File: src/rtl/aes_block_loader_pkg.sv
// Shared definitions for the AES block loader: FSM encoding, block geometry
// and the default RUN timeout.
package aes_block_loader_pkg;

    typedef enum logic [1:0] {
        LOAD = 2'd0,
        RUN  = 2'd1,
        GAP  = 2'd2
    } state_e;

    localparam int          WORDS_PER_BLOCK = 4;
    localparam int          TIMEOUT_CYC_DEF = 64;
    localparam logic [1:0]  LAST_WORD       = 2'(WORDS_PER_BLOCK - 1);

    // Word slot after i, wrapping from the last word of a block back to 0.
    function automatic logic [1:0] next_idx(input logic [1:0] i);
        return (i == LAST_WORD) ? 2'd0 : i + 2'd1;
    endfunction

endpackage

File: src/rtl/aes_block_loader_if.sv
// Upstream word stream plus the AES_top control/data bundle of the loader.
interface aes_block_loader_if;

    logic [31:0]  s_word;
    logic         s_is_key;
    logic         s_valid;
    logic         s_ready;
    logic         AES_data_out_valid;
    logic         AES_en;
    logic [127:0] AES_data_in;
    logic [127:0] AES_key_in;
    logic         busy;
    logic         timeout_err;

    modport master (
        output s_word, s_is_key, s_valid, AES_data_out_valid,
        input  s_ready, AES_en, AES_data_in, AES_key_in, busy, timeout_err
    );

    modport slave (
        input  s_word, s_is_key, s_valid, AES_data_out_valid,
        output s_ready, AES_en, AES_data_in, AES_key_in, busy, timeout_err
    );

endinterface

File: src/rtl/aes_block_loader_packer.sv
// 4x32 word packer: word n of a block lands in slot n, MSW first, with its
// own wrapping word counter exposed so the caller can track block progress.
module aes_word_packer
    import aes_block_loader_pkg::*;
(
    input  logic         clk,
    input  logic         rst,
    input  logic         we_i,
    input  logic [31:0]  word_i,
    output logic [127:0] blk_o,
    output logic [1:0]   idx_o
);

    logic [127:0] blk_q;
    logic [1:0]   idx_q;

    // Slot write and word counter advance on every accepted word.
    always_ff @(posedge clk or posedge rst) begin
        if (rst) begin
            blk_q <= 128'd0;
            idx_q <= 2'd0;
        end else if (we_i) begin
            case (idx_q)
                2'd0:    blk_q[127:96] <= word_i;
                2'd1:    blk_q[95:64]  <= word_i;
                2'd2:    blk_q[63:32]  <= word_i;
                2'd3:    blk_q[31:0]   <= word_i;
                default: blk_q         <= blk_q;
            endcase
            idx_q <= next_idx(idx_q);
        end
    end

    assign blk_o = blk_q;
    assign idx_o = idx_q;

endmodule

File: src/rtl/aes_block_loader.sv
// Collects key and plaintext words into 128-bit blocks, then runs AES_top
// one block at a time with a bounded wait for its completion flag.
module aes_block_loader
    import aes_block_loader_pkg::*;
#(
    parameter int TIMEOUT_CYC = TIMEOUT_CYC_DEF
)
(
    input  logic               AES_clk,
    input  logic               AES_rst,
    aes_block_loader_if.slave  bus
);

    localparam logic [6:0] RUN_LAST = 7'(TIMEOUT_CYC - 1);

    state_e       state_q, state_d;
    logic         key_valid_q, key_valid_d;
    logic         data_full_q, data_full_d;
    logic         en_q, en_d;
    logic [6:0]   cnt_q, cnt_d;
    logic         timeout_s;
    logic         accept_s, key_we_s, data_we_s;
    logic [1:0]   key_idx_s, data_idx_s;
    logic [127:0] key_blk_s, data_blk_s;

    assign accept_s  = bus.s_valid && (state_q == LOAD);
    assign key_we_s  = accept_s && bus.s_is_key;
    assign data_we_s = accept_s && !bus.s_is_key;

    aes_word_packer u_key_packer (
        .clk    (AES_clk),
        .rst    (AES_rst),
        .we_i   (key_we_s),
        .word_i (bus.s_word),
        .blk_o  (key_blk_s),
        .idx_o  (key_idx_s)
    );

    aes_word_packer u_data_packer (
        .clk    (AES_clk),
        .rst    (AES_rst),
        .we_i   (data_we_s),
        .word_i (bus.s_word),
        .blk_o  (data_blk_s),
        .idx_o  (data_idx_s)
    );

    // Next state, block flags, RUN cycle counter and timeout decode.
    always_comb begin
        state_d     = state_q;
        key_valid_d = key_valid_q;
        data_full_d = data_full_q;
        cnt_d       = cnt_q;
        timeout_s   = 1'b0;

        // Starting a key over invalidates it until its last word arrives.
        if (key_we_s) begin
            if (key_idx_s == 2'd0) begin
                key_valid_d = 1'b0;
            end else if (key_idx_s == LAST_WORD) begin
                key_valid_d = 1'b1;
            end else begin
                key_valid_d = key_valid_q;
            end
        end else begin
            key_valid_d = key_valid_q;
        end

        if (data_we_s && (data_idx_s == LAST_WORD)) begin
            data_full_d = 1'b1;
        end else begin
            data_full_d = data_full_q;
        end

        case (state_q)
            LOAD: begin
                cnt_d = 7'd0;
                if (key_valid_q && data_full_q) begin
                    state_d     = RUN;
                    data_full_d = 1'b0;
                end else begin
                    state_d = LOAD;
                end
            end
            RUN: begin
                cnt_d = cnt_q + 7'd1;
                if (bus.AES_data_out_valid) begin
                    state_d = GAP;
                end else if (cnt_q == RUN_LAST) begin
                    state_d   = GAP;
                    timeout_s = 1'b1;
                end else begin
                    state_d = RUN;
                end
            end
            GAP: begin
                cnt_d   = 7'd0;
                state_d = LOAD;
            end
            default: begin
                cnt_d   = 7'd0;
                state_d = LOAD;
            end
        endcase

        en_d = (state_d == RUN);
    end

    // State, flag, counter and enable registers.
    always_ff @(posedge AES_clk or posedge AES_rst) begin
        if (AES_rst) begin
            state_q     <= LOAD;
            key_valid_q <= 1'b0;
            data_full_q <= 1'b0;
            cnt_q       <= 7'd0;
            en_q        <= 1'b0;
        end else begin
            state_q     <= state_d;
            key_valid_q <= key_valid_d;
            data_full_q <= data_full_d;
            cnt_q       <= cnt_d;
            en_q        <= en_d;
        end
    end

    // timeout_err must mark the timing-out RUN cycle itself, so it is decoded.
    assign bus.timeout_err = timeout_s;
    assign bus.AES_en      = en_q;
    assign bus.s_ready     = (state_q == LOAD);
    assign bus.busy        = (state_q == RUN) || (state_q == GAP);
    assign bus.AES_data_in = data_blk_s;
    assign bus.AES_key_in  = key_blk_s;

endmodule

File: src/flat_wrapper.sv
// flat-port wrapper written by rule: the top's interface ports become plain ports
module aes_block_loader_flat import aes_block_loader_pkg::*;
#(
    parameter int TIMEOUT_CYC = TIMEOUT_CYC_DEF
)
  (AES_clk, AES_rst, bus_s_word, bus_s_is_key, bus_s_valid, bus_AES_data_out_valid, bus_s_ready, bus_AES_en, bus_AES_data_in, bus_AES_key_in, bus_busy, bus_timeout_err);
  aes_block_loader_if bus_i ();
  input  logic AES_clk;
  input  logic AES_rst;
  input wire logic [$bits(bus_i.s_word)-1:0] bus_s_word;
  input wire logic [$bits(bus_i.s_is_key)-1:0] bus_s_is_key;
  input wire logic [$bits(bus_i.s_valid)-1:0] bus_s_valid;
  input wire logic [$bits(bus_i.AES_data_out_valid)-1:0] bus_AES_data_out_valid;
  output wire logic [$bits(bus_i.s_ready)-1:0] bus_s_ready;
  output wire logic [$bits(bus_i.AES_en)-1:0] bus_AES_en;
  output wire logic [$bits(bus_i.AES_data_in)-1:0] bus_AES_data_in;
  output wire logic [$bits(bus_i.AES_key_in)-1:0] bus_AES_key_in;
  output wire logic [$bits(bus_i.busy)-1:0] bus_busy;
  output wire logic [$bits(bus_i.timeout_err)-1:0] bus_timeout_err;
  assign bus_i.s_word = bus_s_word;
  assign bus_i.s_is_key = bus_s_is_key;
  assign bus_i.s_valid = bus_s_valid;
  assign bus_i.AES_data_out_valid = bus_AES_data_out_valid;
  assign bus_s_ready = bus_i.s_ready;
  assign bus_AES_en = bus_i.AES_en;
  assign bus_AES_data_in = bus_i.AES_data_in;
  assign bus_AES_key_in = bus_i.AES_key_in;
  assign bus_busy = bus_i.busy;
  assign bus_timeout_err = bus_i.timeout_err;
  aes_block_loader #(.TIMEOUT_CYC(TIMEOUT_CYC)) u_core (.AES_clk(AES_clk), .AES_rst(AES_rst), .bus(bus_i));
endmodule
File: config.mk
export PLATFORM = sky130hd
export DESIGN_NAME = aes_block_loader_flat
export DESIGN_NICKNAME = d
export VERILOG_FILES = /design/src/rtl/aes_block_loader_pkg.sv /design/src/rtl/aes_block_loader_if.sv /design/src/rtl/aes_block_loader_packer.sv /design/src/rtl/aes_block_loader.sv /design/src/flat_wrapper.sv
export SDC_FILE = /design/constraint.sdc
export NUM_CORES = 1
export LEC_CHECK = 0
export CAP_MARGIN = 20
export CORE_MARGIN = 10
export CORE_UTILIZATION = 43
export CTS_BUF_LIST = sky130_fd_sc_hd__clkbuf_16
export DETAILED_ROUTE_END_ITERATION = 6
export HOLD_SLACK_MARGIN = 0.05
export PLACE_DENSITY = 0.76
export SLEW_MARGIN = 25
export SYNTH_ARGS = -nofsm -noshare
export SYNTH_HDL_FRONTEND = slang
export SYNTH_SLANG_ARGS = --single-unit
export TNS_END_PERCENT = 30
File: constraint.sdc
create_clock -name AES_clk -period 8.2 [get_ports AES_clk]
set_input_delay 0.82 -clock AES_clk [delete_from_list [all_inputs] [get_ports AES_clk]]
set_output_delay 0.82 -clock AES_clk [all_outputs]
set_load 0.01 [all_outputs]
Word level (Yosys, flattened, before mapping) --
Index checks and enable logic that the tools add are counted.
Operators by class: mux-type cells 15, reductions and logical operators 20, eq/ne operators 10, $add $sub $neg 3
Operators by type and width (number):
- $reduce_and 2->1 | 9
- $eq 2x2->1 const B | 5
- $mux 1 | 9
- $eq 2x1->1 const B | 4
- $mux 2 | 4
- $add 7x1->7 const B | 1
- $eq 7x6->1 const B | 1
- $mux 7 | 1
- $logic_not 2->1 | 3
- $logic_and 1x1->1 | 5
- $add 2x1->2 const B | 2
- $pmux 2 s2 | 1
- $reduce_bool 2->1 | 1
- $logic_not 1->1 | 1
- $logic_or 1x1->1 | 1
Word-level totals: bits of input ports 37, flip-flop bits (word level) 272, output and inout port bits 260

Longest topological paths before layout --
Gate-level depths: netlist of the first run.
word-level depth 7, mapped depth 7, depth with buffers taken out 5

By module --
Synthesis of the first run repeated with hierarchy kept, for this count alone.
Second synthesis, totals: cell total of the unflattened synthesis 627, area, all modules 10316.1 um^2
Modules (own cells, without submodules):
- aes_word_packer | area an instance 4868.4 um^2, times used 2, sequential area each 3253.1 um^2, cells an instance 285
- aes_block_loader | area an instance 579.3 um^2, times used 1, sequential area each 300.3 um^2, cells an instance 57

Worst setup path before layout of the first run --
Ideal clock, no wire load.
path kind input-to-output, start input port bus_AES_data_out_valid, end output port bus_timeout_err, arrival 1138 ps, cell stages on the path 2, path slack 6242 ps, buffers on the path 0, cells stage by stage nand2b_1 > nor2_1
On the way: cells in the longest elaborated chain, start to end 2
Ends and longest elaborated chain:
- start, declared | line flat_wrapper.sv:13 | input wire logic [$bits(bus_i.AES_data_out_valid)-1:0] bus_AES_data_out_valid;
- $mux 1 | line aes_block_loader.sv:87 | if (bus.AES_data_out_valid) begin
- $mux 1 | line aes_block_loader.sv:75 | case (state_q)
- end, declared | line flat_wrapper.sv:19 | output wire logic [$bits(bus_i.timeout_err)-1:0] bus_timeout_err;
No other way between the ends.

Worst setup path in the final report of the first run --
start register u_core.cnt_q[0], end output port bus_timeout_err
On the way: cells in the longest elaborated chain, start to end 4
Ends and longest elaborated chain:
- start, declared | line aes_block_loader.sv:20 | logic [6:0] cnt_q, cnt_d;
- start signal, assigned | line aes_block_loader.sv:121 | cnt_q <= cnt_d;
- $eq 7x6->1 | line aes_block_loader.sv:89 | end else if (cnt_q == RUN_LAST) begin
- $mux 1 | line aes_block_loader.sv:89
- $mux 1 | line aes_block_loader.sv:87
- $mux 1 | line aes_block_loader.sv:75
No other way between the ends.

==> qor.txt, run 1 <==
Initial core utilization - 0.436
H-tree depth - 1
Area delta synth->final - 38.0%
Die X - 177 um
Largest net degree at the start of global routing - 154
Register area share after synthesis - 0.643
Post-DP HPWL - 18.7 mm
Core area - 24200 um^2
Die H - 177 um
Routed len/inst - 22.0 um
IO Count - 297
Max Slew Vio Count - 0
CP required - 7.38 ns
Resized Gates After CTS - 0
Worst-path clk slew - 0.06 ns
Hold depth - 1
Worst reg2reg startpoint - u_core.state_q[0]
Seq cells post-synth - 272
Final ANT Viol Nets - 0
Power density over the cells - 429 nW/um^2
Share of flip-flops with an asynchronous set or reset - 1.00
Clk sinks - 272
R2r setup slk - 5.91 ns
Outcome - complete, no violations
CP Class - reg -> out
Vias in the first global route - 6866
Syn_area_per_cell - 17.0 um^2
Clock skew - 0.0141 ns
Reg2reg path depth - 5
Synth Flop Type - dfrtp_1
Site row count - 57
Worst Tran Pin Value - 0.892 ns
Most common library cells after synthesis - dfrtp_1, mux2_2, mux2_1
TritonCTS clock tree - yes
CP endpoint kind - output port
Post-Syn Area - 10600 um^2
Sink of the worst hold path - u_core.cnt_q[0]
Setup violators final - 0
Routed wire length - 28.0 mm
Grt total ovfl - 0
Crit path max fanout - 4
FF-to-FF End - u_core.u_data_packer.blk_o[15]
Max cap viols - 0
Clk root buf - clkbuf_16
Initial antenna violation count - 0
Slew headroom - 0.405
Hold buffer count at cts - 0
Hold Path Class - reg -> reg
Starting DRT DRC Count - 244
Final Power - 6.27 mW
Fillers - 1900
Pleak - 6.52 nW
Post-layout min period - 3.09 ns
Vias per cell - 4.92
Wire length of the first global-routing pass - 42.8 mm
Postcts setup bufs - 0
Top cell type's share of synthesized area - 0.643
Critical path startpoint category - flip-flop
Net Count, Synth - 670
Unique cell type count in the Yosys netlist - 26
Maximum VDD drop - 0.249 mV
Die area - 31300 um^2
RSZ-0062 raised after global routing - false
Worst Path Arrival - 2.27 ns
Share of layout cells above drive strength 1 - 0.219
Gp weighted congestion - 0.725
Setup TNS - 0 ns
Cells after Synth - 622
Cell accounting for the most synthesized area - dfrtp_1
Vias - 6250
Clock insertion delay at the later pin of the skew report - 0.53 ns
Pre-antenna DRT Iters - 4
Post-Route Utilization - 0.602
Fmax achieved - 324 MHz
Ant diodes - 0
EDFF count, synth - 0
Nets@finish - 973
Ranking of synthesized cells by area - dfrtp_1, mux2_2, mux2_1
Fin crit share - 0.376
Most common cell in the synthesized netlist - dfrtp_1
Syn. warnings - 0
Critical hold path startpoint - u_core.cnt_q[0]
DR DRC count - 0
Fin. Hold Viols - 0
Overall global routing resource usage - 0.175
Num CTS Buffers - 28
CTS Buffer Depth - 3
# port buffers - 296
==> per-layer routing <==
metal	global-route usage	part of all wire	vias up
li1	-	-	2791
met1	0.204	0.39	3247
met2	0.309	0.51	179
met3	0.0533	0.076	33
met4	0.0455	0.020	0
met5	0	0	-
==> report_power, final <==
| group | total [mW] | leakage [nW] | internal, mW | switching [mW] |
|---|---|---|---|---|
| clock network | 1.24 | 0.474 | 0.730 | 0.508 |
| registers | 2.33 | 3.31 | 2.00 | 0.338 |
| logic | 2.70 | 2.74 | 1.62 | 1.08 |
| total | 6.27 | 6.52 | 4.34 | 1.92 |
==> through the flow <==
| stage | worst slack (ns) | cell area (um^2) | hold slack, ns | instances |
|---|---|---|---|---|
| floorplan | 3.78 | 10600 | 0.450 | 622 |
| CTS | 5.08 | 14600 | 0.488 | 1271 |
| global route | 5.00 | 14600 | 0.495 | 1271 |
| detailed placement | 5.24 | 13700 | 0.478 | 1219 |
| global placement | 5.31 | 13700 | 0.469 | 1219 |
| finish | 5.11 | 14600 | 0.482 | 1271 |
==> sequential cells by signal (all words and copies together) (netlist names) <==
signal,cells
u_core.bus.AES_en,1
u_core.cnt_q,7
u_core.data_full_q,1
u_core.key_valid_q,1
u_core.state_q,2
u_core.u_data_packer.blk_o,128
u_core.u_data_packer.idx_o,2
u_core.u_key_packer.blk_o,128
u_core.u_key_packer.idx_o,2
==> kinds of logic after synthesis <==
logic type,synth area share
flip-flops,0.643
buffers and inverters,0.0298
XOR/XNOR,0.00248
AO/OA/AOI/OAI,0.00793
adder cells (fa/ha/maj),0.0130
AND/OR/NAND/NOR,0.0206
multiplexers,0.283
==> final cells by class <==
class,count,area (um^2),area share
flip-flops and latches,272,6810,0.466
multi-input cells,316,3460,0.237
repair buffers,299,3000,0.205
clock buffers,29,726,0.0497
well taps,324,405,0.0278
clock inverters,23,176,0.0121
inverters,8,33.8,0.00231
==> cells in the final DEF, fill, tap and decap left out, types with 3 or more instances in the layout <==
| cell | synthesis | routed |
|---|---|---|
| a21boi_0 | 3 | 3 |
| and2_1 | 4 | 4 |
| bufinv_16 | 0 | 3 |
| clkbuf_16 | 0 | 29 |
| clkdlybuf4s50_1 | 0 | 296 |
| clkinv_1 | 0 | 5 |
| clkinv_2 | 0 | 6 |
| dfrtp_1 | 272 | 272 |
| ha_1 | 11 | 11 |
| inv_1 | 8 | 15 |
| mux2_1 | 100 | 100 |
| mux2_2 | 127 | 127 |
| mux2_4 | 29 | 29 |
| nand2_1 | 5 | 5 |
| nand2_4 | 8 | 8 |
| nand3_1 | 5 | 5 |
| o21ai_0 | 8 | 8 |
| or3_1 | 3 | 3 |
==> worst max path at each step <==
stage                                      start                            end  cells past startpoint
after floorplan                          AES_rst              u_core.bus.AES_en                      1
after global placement    bus_AES_data_out_valid                bus_timeout_err                      4
after detailed placement             bus_s_valid  u_core.u_data_packer.blk_o[6]                      4
after CTS                        u_core.cnt_q[0]                bus_timeout_err                      5
after global routing             u_core.cnt_q[0]                bus_timeout_err                      5
final                            u_core.cnt_q[0]                bus_timeout_err                      5
==> worst max-delay path, stage by stage (launching register included) <==
cell             delay, ns
dfrtp_1               0.38
ha_1                  0.23
nand2_1               0.10
or3_1                 0.36
nor2_1                0.12
clkdlybuf4s50_1       0.54
No activity file was read; power rests on OpenSTA's default activity.
==> run 2: changes to the inputs <==
clock period = 2.8 ns   (was 8.2 ns; I/O delays follow)
==> run 2 against run 1 <==
Die area stayed put. Highest routed layer unchanged. Register-to-register slack lost 5.4 ns. Global-route usage up 0.090 points. Clock skew shrank 0.0046 ns. Sequential power rose to 2.9 times the previous value. Non-clock buffer count is 16 higher. Flip-flop and latch count did not move.
==> qor.txt, run 2 (synthesized netlist as in run 1, its figures left out) <==
CP required - 2.52 ns (-4.86 ns)
Nets@finish - 989 (+1.6%)
Die area - 31300 um^2 (unchanged)
IO Count - 297 (unchanged)
Clk root buf - clkbuf_16
Critical path cell sequence - ha_1, nand2_1, or3_1, nor2_1, clkdlybuf4s50_1
Vias in the first global route - 6855 (-0.16%)
Die X - 177 um (unchanged)
CTS Buffer Depth - 3 (unchanged)
Maximum VDD drop - 0.764 mV (+210%)
TritonCTS clock tree - yes
Resized Gates After CTS - 0 (unchanged)
Vias - 6277 (+0.43%)
Max Slew Vio Count - 0 (unchanged)
Outcome - complete, no violations
Setup violators final - 0 (unchanged)
Vias per cell - 4.89 (-0.58%)
Routed len/inst - 21.8 um (-0.92%)
Area delta synth->final - 40.2%
CP max stage delay - 0.56 ns (+0.02 ns)
Final ANT Viol Nets - 0 (unchanged)
Power density over the cells - 1250 nW/um^2 (+190%)
Clk sinks - 272 (unchanged)
Final Power - 18.6 mW (+200%)
Site row count - 57 (unchanged)
CP endpoint kind - output port
Grt total ovfl - 0 (unchanged)
DR DRC count - 0 (unchanged)
Hold Path Class - in -> async
Most frequent cells in the layout - clkdlybuf4s50_1, dfrtp_1, mux2_2
Critical path startpoint category - flip-flop
Die H - 177 um (unchanged)
RSZ-0062 raised after global routing - false
Top delay family on crit path - simple AND/OR/NAND/NOR gates
Max cap viols - 0 (unchanged)
Starting DRT DRC Count - 294 (+20%)
Post-Route Utilization - 0.612 (+0.00965)
CP Class - reg -> out
Post-Layout Cell Count - 1284 (+1.0%)
Overall global routing resource usage - 0.176 (+0.000905)
Worst Tran Pin Value - 0.561 ns (-0.331 ns)
Crit path max fanout - 4 (unchanged)
Initial core utilization - 0.436 (unchanged)
Fmax achieved - 392 MHz
H-tree depth - 1 (unchanged)
Initial antenna violation count - 0 (unchanged)
Pleak - 6.62 nW (+1.6%)
Fin. Hold Viols - 0 (unchanged)
Slew headroom - 0.626 (+0.221)
Postcts setup bufs - 0 (unchanged)
# port buffers - 296 (unchanged)
Wire length of the first global-routing pass - 43.1 mm (+0.87%)
Ant diodes - 0 (unchanged)
Placed Cells - 1235 (+1.3%)
Clock skew - 0.00951 ns (-0.00458 ns)
Core area - 24200 um^2 (unchanged)
Buffers and inverters on the worst path - 1 (unchanged)
Pre-antenna DRT Iters - 4 (unchanged)
Num CTS Buffers - 28 (unchanged)
Fin crit share - 0.910
Worst Path Arrival - 2.27 ns (about the same)
Post-layout min period - 2.55 ns
Gp weighted congestion - 0.750 (+3.4%)
Share of layout cells above drive strength 1 - 0.232 (+0.0137)
Commonest non-fill, non-tap cell in the layout - clkdlybuf4s50_1
Routed wire length - 28.0 mm (about the same)
Post-DP HPWL - 19.9 mm (+6.7%)
Clock insertion delay at the later pin of the skew report - 0.53 ns (about the same)
Hold buffer count at cts - 0 (unchanged)
Worst-path clk slew - 0.06 ns (about the same)
Largest net degree at the start of global routing - 93 (-40%)
Slowest-stage cell, CP - clkdlybuf4s50_1
run 2: cell types whose count changed in the layout (fill, tap and decap cells not counted):
cell / previous run / this run
buf_4: 2 / 12
buf_12: 1 / 7
clkinv_1: 5 / 6
inv_1: 15 / 11
bufinv_16: 3 / 5
clkinv_2: 6 / 4
run 2: metal layers:
layer / GRT usage / vias to the layer above / part of all wire
met1: 0.206 / 3239 / 0.39
met5: 0 / - / 0
met2: 0.310 / 181 / 0.51
li1: - / 2822 / -
met4: 0.0420 / 0 / 0.021
met3: 0.0546 / 35 / 0.077
run 2: where the power goes:
part / internal (mW) / leakage [nW] / switching (mW)
Combinational: 4.78 / 2.84 / 3.14
Clock: 2.31 / 0.475 / 1.50
Sequential: 5.85 / 3.31 / 1.01
Total: 12.9 / 6.62 / 5.65
run 2: cell type report:
type                       instances  area (um^2)
clock inverter                    20          215
timing repair buffer             315         3190
clock buffer                      29          726
tap                              324          405
sequential                       272         6810
inverter                           8         33.8
fill                            1883         9410
multi-input combinational        316         3460
run 2: path summary, 6_finish.rpt:
| path | cells past startpoint | start | slack, ns | end |
|---|---|---|---|---|
| worst max register to register | 5 | u_core.state_q[0] | 0.56 | u_core.u_data_packer.blk_o[46] |
| worst min register to register | 1 | u_core.cnt_q[0] | 0.48 | u_core.cnt_q[0] |
| min in group AES_clk | 2 | bus_AES_data_out_valid | 0.41 | u_core.state_q[1] |
| max in group asynchronous | 3 | AES_rst | 1.89 | u_core.u_key_packer.blk_o[62] |
| worst min-delay path | 2 | AES_rst | 0.10 | u_core.u_key_packer.blk_o[82] |
| worst max-delay path | 5 | u_core.cnt_q[0] | 0.25 | bus_timeout_err |
run 2: per-stage QoR:
| stage | hold WS, ns | cell area (um^2) | setup TNS [ns] | setup WS, ns |
|---|---|---|---|---|
| floorplan | 0.411 | 10600 | -292.51 | -1.08 |
| global placement | 0.470 | 13900 | 0 | 0.509 |
| detailed placement | 0.476 | 13900 | 0 | 0.447 |
| CTS | 0.0840 | 14800 | 0 | 0.204 |
| global route | 0.108 | 14800 | 0 | 0.0809 |
| finish | 0.102 | 14800 | 0 | 0.251 |
